[config.mk]
export PLATFORM = sky130hd
export DESIGN_NAME = common_apb3_decoder_flat
export DESIGN_NICKNAME = d
export VERILOG_FILES = /design/src/rtl/common_apb3_pkg.sv /design/src/rtl/common_apb3_decoder_if.sv /design/src/rtl/common_apb3_decoder.sv /design/src/flat_wrapper.sv
export SDC_FILE = /design/constraint.sdc
export NUM_CORES = 1
export LEC_CHECK = 0
export ABC_AREA = 1
export BUFFER_PORTS_ARGS = -buffer_cell sky130_fd_sc_hd__buf_2
export CAP_MARGIN = 25
export CORE_UTILIZATION = 40
export CTS_CLUSTER_SIZE = 28
export DETAILED_ROUTE_END_ITERATION = 8
export GPL_ROUTABILITY_DRIVEN = 0
export GPL_TIMING_DRIVEN = 0
export PLACE_DENSITY = 0.7
export RECOVER_POWER = 100
export SLEW_MARGIN = 20
export SYNTH_ARGS = -nofsm -noshare
export SYNTH_HDL_FRONTEND = slang
export SYNTH_SLANG_ARGS = --single-unit
[constraint.sdc]
create_clock -name clk -period 1.8 [get_ports clk]
set_input_delay 0.18 -clock clk [delete_from_list [all_inputs] [get_ports clk]]
set_output_delay 0.18 -clock clk [all_outputs]
set_load 0.01 [all_outputs]
[src/rtl/common_apb3_pkg.sv]
// Shared types and constants for the APB3 address decoder.
package common_apb3_pkg;

    typedef enum logic [1:0] {
        IDLE     = 2'd0,
        S_SETUP  = 2'd1,
        S_ACCESS = 2'd2,
        RESP     = 2'd3
    } apb_dec_state_t;

    localparam logic [31:0] ERR_DATA = 32'hBAD0_BAD0;

    // Width of a slave index; never below one bit so single-slave builds still elaborate.
    function automatic int idx_width(input int num_slv);
        if (num_slv > 1) begin
            return $clog2(num_slv);
        end else begin
            return 1;
        end
    endfunction

endpackage

[src/rtl/common_apb3_decoder_if.sv]
// APB3 bus bundle between the SoC master and the decoder's upstream port.
interface common_apb3_decoder_if #(
    parameter int ADDR_WIDTH = 16,
    parameter int DATA_WIDTH = 32
);
    logic [ADDR_WIDTH-1:0] PADDR;
    logic                  PSEL;
    logic                  PENABLE;
    logic                  PWRITE;
    logic [DATA_WIDTH-1:0] PWDATA;
    logic                  PREADY;
    logic [DATA_WIDTH-1:0] PRDATA;
    logic                  PSLVERROR;

    modport master (
        output PADDR, PSEL, PENABLE, PWRITE, PWDATA,
        input  PREADY, PRDATA, PSLVERROR
    );

    modport slave (
        input  PADDR, PSEL, PENABLE, PWRITE, PWDATA,
        output PREADY, PRDATA, PSLVERROR
    );
endinterface

[src/rtl/common_apb3_decoder.sv]
// Single-master APB3 decoder: window select, window-relative address, miss and
// timeout errors so a hung slave can never lock the CPU bus.
module common_apb3_decoder
    import common_apb3_pkg::*;
#(
    parameter int ADDR_WIDTH  = 16,
    parameter int DATA_WIDTH  = 32,
    parameter int NUM_SLV     = 3,
    parameter int SLV_SHIFT   = 8,
    parameter int TIMEOUT_CYC = 255
) (
    input  logic                          clk,
    input  logic                          rst,
    common_apb3_decoder_if.slave          m,
    output logic [NUM_SLV-1:0]            s_PSEL,
    output logic                          s_PENABLE,
    output logic                          s_PWRITE,
    output logic [ADDR_WIDTH-1:0]         s_PADDR,
    output logic [DATA_WIDTH-1:0]         s_PWDATA,
    input  logic [NUM_SLV-1:0]            s_PREADY,
    input  logic [NUM_SLV-1:0]            s_PSLVERROR,
    input  logic [NUM_SLV*DATA_WIDTH-1:0] s_PRDATA,
    output logic                          timeout_pulse,
    output logic [ADDR_WIDTH-1:0]         err_addr
);

    localparam int IDX_W = idx_width(NUM_SLV);
    localparam int CNT_W = $clog2(TIMEOUT_CYC);
    localparam int SEL_W = ADDR_WIDTH - SLV_SHIFT;
    localparam logic [CNT_W-1:0] CNT_LAST = CNT_W'(TIMEOUT_CYC - 1);

    apb_dec_state_t        state_q, state_d;
    logic [ADDR_WIDTH-1:0] addr_q, addr_d;
    logic                  write_q, write_d;
    logic [DATA_WIDTH-1:0] wdata_q, wdata_d;
    logic [IDX_W-1:0]      idx_q, idx_d;
    logic [CNT_W-1:0]      cnt_q, cnt_d;
    logic [DATA_WIDTH-1:0] rdata_q, rdata_d;
    logic                  slverr_q, slverr_d;
    logic [ADDR_WIDTH-1:0] err_addr_q, err_addr_d;
    logic                  timeout_s;
    logic [SEL_W-1:0]      sel_idx_s;
    logic [NUM_SLV-1:0]    s_psel_s;

    // Next-state, request latch and response capture.
    always_comb begin
        state_d    = state_q;
        addr_d     = addr_q;
        write_d    = write_q;
        wdata_d    = wdata_q;
        idx_d      = idx_q;
        cnt_d      = cnt_q;
        rdata_d    = rdata_q;
        slverr_d   = slverr_q;
        err_addr_d = err_addr_q;
        timeout_s  = 1'b0;
        sel_idx_s  = m.PADDR[ADDR_WIDTH-1:SLV_SHIFT];
        case (state_q)
            IDLE: begin
                if (m.PSEL && !m.PENABLE) begin
                    addr_d  = m.PADDR;
                    write_d = m.PWRITE;
                    wdata_d = m.PWDATA;
                    if (32'(sel_idx_s) < NUM_SLV) begin
                        idx_d   = IDX_W'(sel_idx_s);
                        state_d = S_SETUP;
                    end else begin
                        rdata_d    = '0;
                        slverr_d   = 1'b1;
                        err_addr_d = m.PADDR;
                        state_d    = RESP;
                    end
                end else begin
                    state_d = IDLE;
                end
            end
            S_SETUP: begin
                cnt_d   = '0;
                state_d = S_ACCESS;
            end
            S_ACCESS: begin
                // A slave answering on the last allowed cycle beats the timeout.
                if (s_PREADY[idx_q]) begin
                    rdata_d  = s_PRDATA[idx_q*DATA_WIDTH +: DATA_WIDTH];
                    slverr_d = s_PSLVERROR[idx_q];
                    state_d  = RESP;
                end else if (cnt_q == CNT_LAST) begin
                    rdata_d    = DATA_WIDTH'(ERR_DATA);
                    slverr_d   = 1'b1;
                    err_addr_d = addr_q;
                    timeout_s  = 1'b1;
                    state_d    = RESP;
                end else begin
                    cnt_d = cnt_q + CNT_W'(1);
                end
            end
            RESP: begin
                state_d = IDLE;
            end
            default: begin
                state_d = IDLE;
            end
        endcase
    end

    // State and datapath registers with synchronous reset.
    always_ff @(posedge clk) begin
        if (rst) begin
            state_q    <= IDLE;
            addr_q     <= '0;
            write_q    <= 1'b0;
            wdata_q    <= '0;
            idx_q      <= '0;
            cnt_q      <= '0;
            rdata_q    <= '0;
            slverr_q   <= 1'b0;
            err_addr_q <= '0;
        end else begin
            state_q    <= state_d;
            addr_q     <= addr_d;
            write_q    <= write_d;
            wdata_q    <= wdata_d;
            idx_q      <= idx_d;
            cnt_q      <= cnt_d;
            rdata_q    <= rdata_d;
            slverr_q   <= slverr_d;
            err_addr_q <= err_addr_d;
        end
    end

    // Slave select decoded purely from flops, so it never follows master inputs.
    always_comb begin
        s_psel_s = '0;
        if ((state_q == S_SETUP) || (state_q == S_ACCESS)) begin
            s_psel_s[idx_q] = 1'b1;
        end else begin
            s_psel_s = '0;
        end
    end

    assign s_PSEL        = s_psel_s;
    assign s_PENABLE     = (state_q == S_ACCESS);
    assign s_PWRITE      = write_q;
    assign s_PADDR       = {{SEL_W{1'b0}}, addr_q[SLV_SHIFT-1:0]};
    assign s_PWDATA      = wdata_q;
    assign m.PREADY      = (state_q == RESP);
    assign m.PRDATA      = rdata_q;
    assign m.PSLVERROR   = (state_q == RESP) && slverr_q;
    assign timeout_pulse = timeout_s;
    assign err_addr      = err_addr_q;

endmodule

[src/flat_wrapper.sv]
// flat-port wrapper written by rule: the top's interface ports become plain ports
module common_apb3_decoder_flat import common_apb3_pkg::*;
#(
    parameter int ADDR_WIDTH  = 16,
    parameter int DATA_WIDTH  = 32,
    parameter int NUM_SLV     = 3,
    parameter int SLV_SHIFT   = 8,
    parameter int TIMEOUT_CYC = 255
)
  (clk, rst, s_PSEL, s_PENABLE, s_PWRITE, s_PADDR, s_PWDATA, s_PREADY, s_PSLVERROR, s_PRDATA, timeout_pulse, err_addr, m_PADDR, m_PSEL, m_PENABLE, m_PWRITE, m_PWDATA, m_PREADY, m_PRDATA, m_PSLVERROR);
  common_apb3_decoder_if #(.ADDR_WIDTH(ADDR_WIDTH), .DATA_WIDTH(DATA_WIDTH)) m_i ();
  input  logic clk;
  input  logic rst;
  output logic [NUM_SLV-1:0] s_PSEL;
  output logic s_PENABLE;
  output logic s_PWRITE;
  output logic [ADDR_WIDTH-1:0] s_PADDR;
  output logic [DATA_WIDTH-1:0] s_PWDATA;
  input  logic [NUM_SLV-1:0] s_PREADY;
  input  logic [NUM_SLV-1:0] s_PSLVERROR;
  input  logic [NUM_SLV*DATA_WIDTH-1:0] s_PRDATA;
  output logic timeout_pulse;
  output logic [ADDR_WIDTH-1:0] err_addr;
  input wire logic [$bits(m_i.PADDR)-1:0] m_PADDR;
  input wire logic [$bits(m_i.PSEL)-1:0] m_PSEL;
  input wire logic [$bits(m_i.PENABLE)-1:0] m_PENABLE;
  input wire logic [$bits(m_i.PWRITE)-1:0] m_PWRITE;
  input wire logic [$bits(m_i.PWDATA)-1:0] m_PWDATA;
  output wire logic [$bits(m_i.PREADY)-1:0] m_PREADY;
  output wire logic [$bits(m_i.PRDATA)-1:0] m_PRDATA;
  output wire logic [$bits(m_i.PSLVERROR)-1:0] m_PSLVERROR;
  assign m_i.PADDR = m_PADDR;
  assign m_i.PSEL = m_PSEL;
  assign m_i.PENABLE = m_PENABLE;
  assign m_i.PWRITE = m_PWRITE;
  assign m_i.PWDATA = m_PWDATA;
  assign m_PREADY = m_i.PREADY;
  assign m_PRDATA = m_i.PRDATA;
  assign m_PSLVERROR = m_i.PSLVERROR;
  common_apb3_decoder #(.ADDR_WIDTH(ADDR_WIDTH), .DATA_WIDTH(DATA_WIDTH), .NUM_SLV(NUM_SLV), .SLV_SHIFT(SLV_SHIFT), .TIMEOUT_CYC(TIMEOUT_CYC)) u_core (.clk(clk), .rst(rst), .m(m_i), .s_PSEL(s_PSEL), .s_PENABLE(s_PENABLE), .s_PWRITE(s_PWRITE), .s_PADDR(s_PADDR), .s_PWDATA(s_PWDATA), .s_PREADY(s_PREADY), .s_PSLVERROR(s_PSLVERROR), .s_PRDATA(s_PRDATA), .timeout_pulse(timeout_pulse), .err_addr(err_addr));
endmodule
== Word level (Yosys, flattened, before mapping) ==
Index checks and enable logic that the tools add are counted.
Widths: inputs -> output; s select.

* Input bits: 155
* Flip-flop bits (word level): 110
* Word-level logic and storage cells: 70
* Output and inout bits: 104

* Shift-type cells: 1
* $add $sub $neg: 1
* Reductions and logical operators: 13
* Equality and inequality tests: 10
* Magnitude comparators: 3
* Multiplexer cells: 33

{| class="wikitable"
|+ Operators by type and width
! operator !! number
|-
| $mux 32 || 4
|-
| $shiftx 96x8->32 || 1
|-
| $mux 16 || 4
|-
| $pmux 32 s2 || 1
|-
| $pmux 16 s2 || 1
|-
| $mux 8 || 2
|-
| $pmux 8 s2 || 1
|-
| $mux 1 || 10
|-
| $add 8x1->8 const B || 1
|-
| $eq 8x8->1 const B || 1
|-
| $lt 8x2->1 const B || 1
|-
| $mux 2 || 4
|-
| $pmux 2 s4 || 1
|-
| $ne 2x2->1 const B || 3
|-
| $reduce_and 3->1 || 2
|-
| $reduce_and 5->1 || 1
|-
| $bmux 1 s2 || 2
|-
| $eq 2x2->1 const B || 2
|-
| $ne 2x1->1 const B || 2
|-
| $reduce_and 4->1 || 1
|-
| $reduce_bool 2->1 || 2
|-
| $logic_and 1x1->1 || 3
|-
| $lt 2x3->1 const B || 1
|-
| $mux 3 || 1
|-
| 9 further kinds || 9
|}

== Depth between registers and ports, before layout ==
* Depth after elaboration: 5
* Gate-level depth with buffers: 12
* Gate-level depth less buffers: 11

== Worst setup path before layout ==
Ideal clock, no wire load.

* Path kind: flip-flop to flip-flop
* From: register u_core.state_q[0]
* To: register u_core.rdata_q[13] (netlist: u_core.m.PRDATA[13])
* Clock period less this slack: 1712 ps
* Path buffers: 2
* Required time: 1685 ps
* Slack: 88 ps
* Library setup time: 115 ps
* Data arrival time: 1597 ps
* Cell stages (with the launch flop): 11
* Path through: dfxtp_1 inv_1 ha_1 buf_2 nor2_1 inv_1 nand2_4 nand2_4 buf_4 a21oi_1 nor2_1

* Longest elaborated chain between the ends: 3
* Elaborated cells between the ends (all ways): 8
* Those cells by class: 4 x eq/ne; 1 x mux; 3 x reduce/logical

{| class="wikitable"
|+ Ends and longest elaborated chain
! element !! line !! source
|-
| from (decl) || common_apb3_decoder.sv:32 || <nowiki>apb_dec_state_t state_q, state_d;</nowiki>
|-
| from (signal assigned) || common_apb3_decoder.sv:119 || <nowiki>state_q <= state_d;</nowiki>
|-
| $eq 2x2->1 * || n/a ||
|-
| net s_PENABLE || flat_wrapper.sv:15 || <nowiki>output logic s_PENABLE;</nowiki>
|-
| $ne 3x1->1 (no source line) or $reduce_bool 2->1 (tied branches) || n/a ||
|-
| $reduce_and 4->1 (no source line) || n/a ||
|-
| to (signal assigned) || common_apb3_decoder.sv:125 || <nowiki>rdata_q <= rdata_d;</nowiki>
|-
| to (decl) || common_apb3_decoder.sv:38 || <nowiki>logic [DATA_WIDTH-1:0] rdata_q, rdata_d;</nowiki>
|}

The timed path passes the listed nets; every way through them passes the cells marked *.
A chain may end at the register's enable or synchronous reset.

== Worst setup path in the final report ==
* From: register u_core.idx_q[1]
* To: output port s_PSEL[2]

* Longest elaborated chain between the ends: 5
* Elaborated cells between the ends (all ways): 6
* Those cells by class: 2 x order compare; 3 x mux; 1 x reduce/logical

{| class="wikitable"
|+ Ends and longest elaborated chain
! element !! line !! source
|-
| from (decl) || common_apb3_decoder.sv:36 || <nowiki>logic [IDX_W-1:0] idx_q, idx_d;</nowiki>
|-
| from (signal assigned) || common_apb3_decoder.sv:123 || <nowiki>idx_q <= idx_d;</nowiki>
|-
| $lt 2x3->1 (implied by the code) or $ge 2x1->1 (tied branches) || common_apb3_decoder.sv:135 || <nowiki>s_psel_s[idx_q] = 1'b1;</nowiki>
|-
| $logic_and 1x1->1 (implied by the code) || common_apb3_decoder.sv:135 ||
|-
| $mux 1 (implied by the code) || common_apb3_decoder.sv:135 ||
|-
| $demux 1 s2 * || n/a ||
|-
| $mux 3 * || common_apb3_decoder.sv:134 || <nowiki>if ((state_q == S_SETUP) || (state_q == S_ACCESS)) begin</nowiki>
|-
| to (decl) || flat_wrapper.sv:14 || <nowiki>output logic [NUM_SLV-1:0] s_PSEL;</nowiki>
|}

Every way passes the cells marked *; elsewhere a longest branch is shown, timed or not.

==> results.sh <==
export IMPL_drive_above_1_share_pct=24.6
export IMPL_maxCapViolations=0
export IMPL_clock_sinks=110
export IMPL_synth_top_area_share_pct=38.8
export IMPL_ys_warnings_count=0
export IMPL_cts_tree="yes"
export IMPL_ant_nets=0
export IMPL_wire_per_inst_um=13.3
export IMPL_layout_min_cycle_time_ps=1740
export IMPL_rows=43
export IMPL_maxSlewViolCount=0
export IMPL_num_vias=6169
export IMPL_place_inst=1277
export IMPL_netlist_instances=840
export IMPL_yosysTopAreaCell="dfxtp_1"
export IMPL_avgViaCountPerCell=4.73
export IMPL_synth_top_cells_by_area="dfxtp_1 (39%), nand2_1 (21%), a21oi_1 (8.4%)"
export IMPL_power_mw=9.37
export IMPL_cts_buffers=9
export IMPL_start_util_pct=40.9
export IMPL_cp_end_kind="primary output"
export IMPL_status="complete, no violations"
export IMPL_overflow=0
export IMPL_antenna_found_initial=0
export IMPL_synth_edf_count=0
export IMPL_fill_cells=1460
export IMPL_fin_crit_sh_pct=96.8
export IMPL_core_area_um2=13900
export IMPL_insertion_delay_ps=360
export IMPL_peakVddDrop_uv=695
export IMPL_post_route_util_pct=54.6
export IMPL_tightest_slew_ps=641
export IMPL_synth_cell_types=31
export IMPL_cp_max_fo=10
export IMPL_synth_seq_cells=110
export IMPL_num_antenna_cells=0
export IMPL_fmaxAchievable_mhz=574
export IMPL_slew_headroom_pct=57.3
export IMPL_finalNonFillerCells=1304
export IMPL_syn_to_final_growth_pct=33.4
export IMPL_setup_violations=0
export IMPL_rr_worst_depth=11
export IMPL_die_area_um2=14700
export IMPL_cts_root_buf="clkbuf_16"
export IMPL_cp_arrival_ps=1560
export IMPL_drt_wl_total_um=17400
export IMPL_grt_pass1_wl_um=27700
export IMPL_clkTransAtPathRegs_ps=80
export IMPL_multi_input_area_um2=2990
export IMPL_synth_most_common_cell="nand2_1"
export IMPL_crit_required_ps=1620
export IMPL_rsz0062_at_grt="yes"
export IMPL_critPathLaunchType="flip-flop"
export IMPL_port_buffers=250
export IMPL_hold_viol_final=0
export IMPL_ys_async_sr_fraction_pct=0
export IMPL_cts_buffer_depth=2
export IMPL_die_w_um=121
export IMPL_cts_hold_fix_buffers=0
export IMPL_p_leak_nw=3.43
export IMPL_whs_path_depth=3
export IMPL_worstHoldPathType="in2reg"
export IMPL_hpwl_um=13000
export IMPL_first_global_vias=5685
export IMPL_grt_max_degree=20
export IMPL_synth_ff_type="dfxtp_1"
export IMPL_route_detailed_drc=0
export IMPL_nets=1280
export IMPL_skew_ps=6.53
export IMPL_powerDensity_nw_per_um2=1240
export IMPL_synth_top_cells_by_count="nand2_1 (323), dfxtp_1 (110), a21oi_1 (95), nand3_1 (74), nor2_1 (49)"
export IMPL_ios=259
export IMPL_dieHeight_um=121
export IMPL_grt_usage_pct=23.9
export IMPL_h_tree_depth=3
export IMPL_avgSynthCellArea_um2=6.76
export IMPL_register_area_um2=2210
export IMPL_firstDrtPassIters=5
export IMPL_initialDrtViolationCount=408
export IMPL_yosysSeqAreaShare_pct=38.8
export IMPL_critPathKind="reg2out"
export IMPL_synth_area_um2=5680
==> power breakdown <==
group | switching [mW] | internal (mW)
Sequential | 0.239 | 2.86
Clock | 0.973 | 1.14
Combinational | 2.53 | 1.63
Total | 3.75 | 5.63
==> flip-flops by register name, summed over array words and instances (netlist names) <==
register / flops
u_core.err_addr: 16
u_core.s_PWRITE: 1
u_core.idx_q: 2
u_core.addr_q: 16
u_core.m.PRDATA: 32
u_core.slverr_q: 1
u_core.cnt_q: 8
u_core.state_q: 2
u_core.s_PWDATA: 32
==> critical path, stage by stage, from the launching register on <==
cell,delay [ps]
dfxtp_1,310
buf_6,130
inv_4,100
clkbuf_1,410
nor3_1,90
buf_2,160
==> cell type report <==
cell class                 count  area share (%)
tap                          180            2.97
clock inverter                 6           0.991
inverter                      50            2.59
buffer                        64            5.25
timing repair buffer         262            16.5
sequential                   110            29.1
multi-input combinational    622            39.4
clock buffer                  10            3.15
==> path summary, 6_finish.rpt <==
check | from | endpoint | slack, ps
worst max-delay path | u_core.idx_q[1] | s_PSEL[2] | 60
worst min-delay path | m_PWDATA[8] | u_core.s_PWDATA[8] | 60
worst max register to register | u_core.idx_q[0] | u_core.m.PRDATA[30] | 100
worst min register to register | u_core.m.PRDATA[16] | u_core.m.PRDATA[16] | 460
==> through the flow <==
step / hold WS [ps] / cell area, um^2 / worst slack, ps / TNS [ps]
3_3_place_gp: 431 / 7180 / -268 / -4360
4_1_cts: 44.7 / 7580 / 4.17 / 0
3_5_place_dp: 434 / 7180 / -297 / -5750
2_1_floorplan: 324 / 5700 / 87.6 / 0
5_1_grt: 48.6 / 7570 / -8.11 / -17.7
6_report: 58.5 / 7570 / 58.1 / 0
==> placed cells by master (no fill, tap or decap), types with 3 or more instances in the layout <==
cell and instances:
mux2i_1 16, nand2_2 8, nor2_1 47, nand3_1 74, a21oi_1 95, o21ai_0 5, clkbuf_1 105, ha_1 4
conb_1 8, buf_4 30, nor3_1 3, buf_6 5, nand2_1 320, dfxtp_2 4, clkbuf_2 4, inv_1 43
clkbuf_4 5, clkbuf_16 9, dfxtp_1 106, nor2_4 3, nor2_2 4, inv_2 3, nand3b_1 16, buf_2 175
==> cell families after synthesis <==
family	count (synthesis)	synth area share [%]
multiplexers	16	2.82
AND/OR/NAND/NOR	485	37.1
flip-flops	110	38.8
other	1	0.0660
AO/OA/AOI/OAI	103	9.39
buffers and inverters	115	9.87
XOR/XNOR	4	0.617
adder cells (fa/ha/maj)	6	1.32
==> repair_timing <==
action / CTS / global route
endpoints found under the setup margin: 87 / 95
gates resized for setup: 10 / 26
buffers inserted: 6 / 6
pin swaps: 1 / 2
==> per-layer routing <==
metal | wire length [um] | GRT usage, %
met5 | 0 | 0
met2 | 8340 | 41.0
met1 | 7710 | 29.5
met4 | 428 | 7.72
met3 | 918 | 5.36
Power figures use the tool's default switching activity.
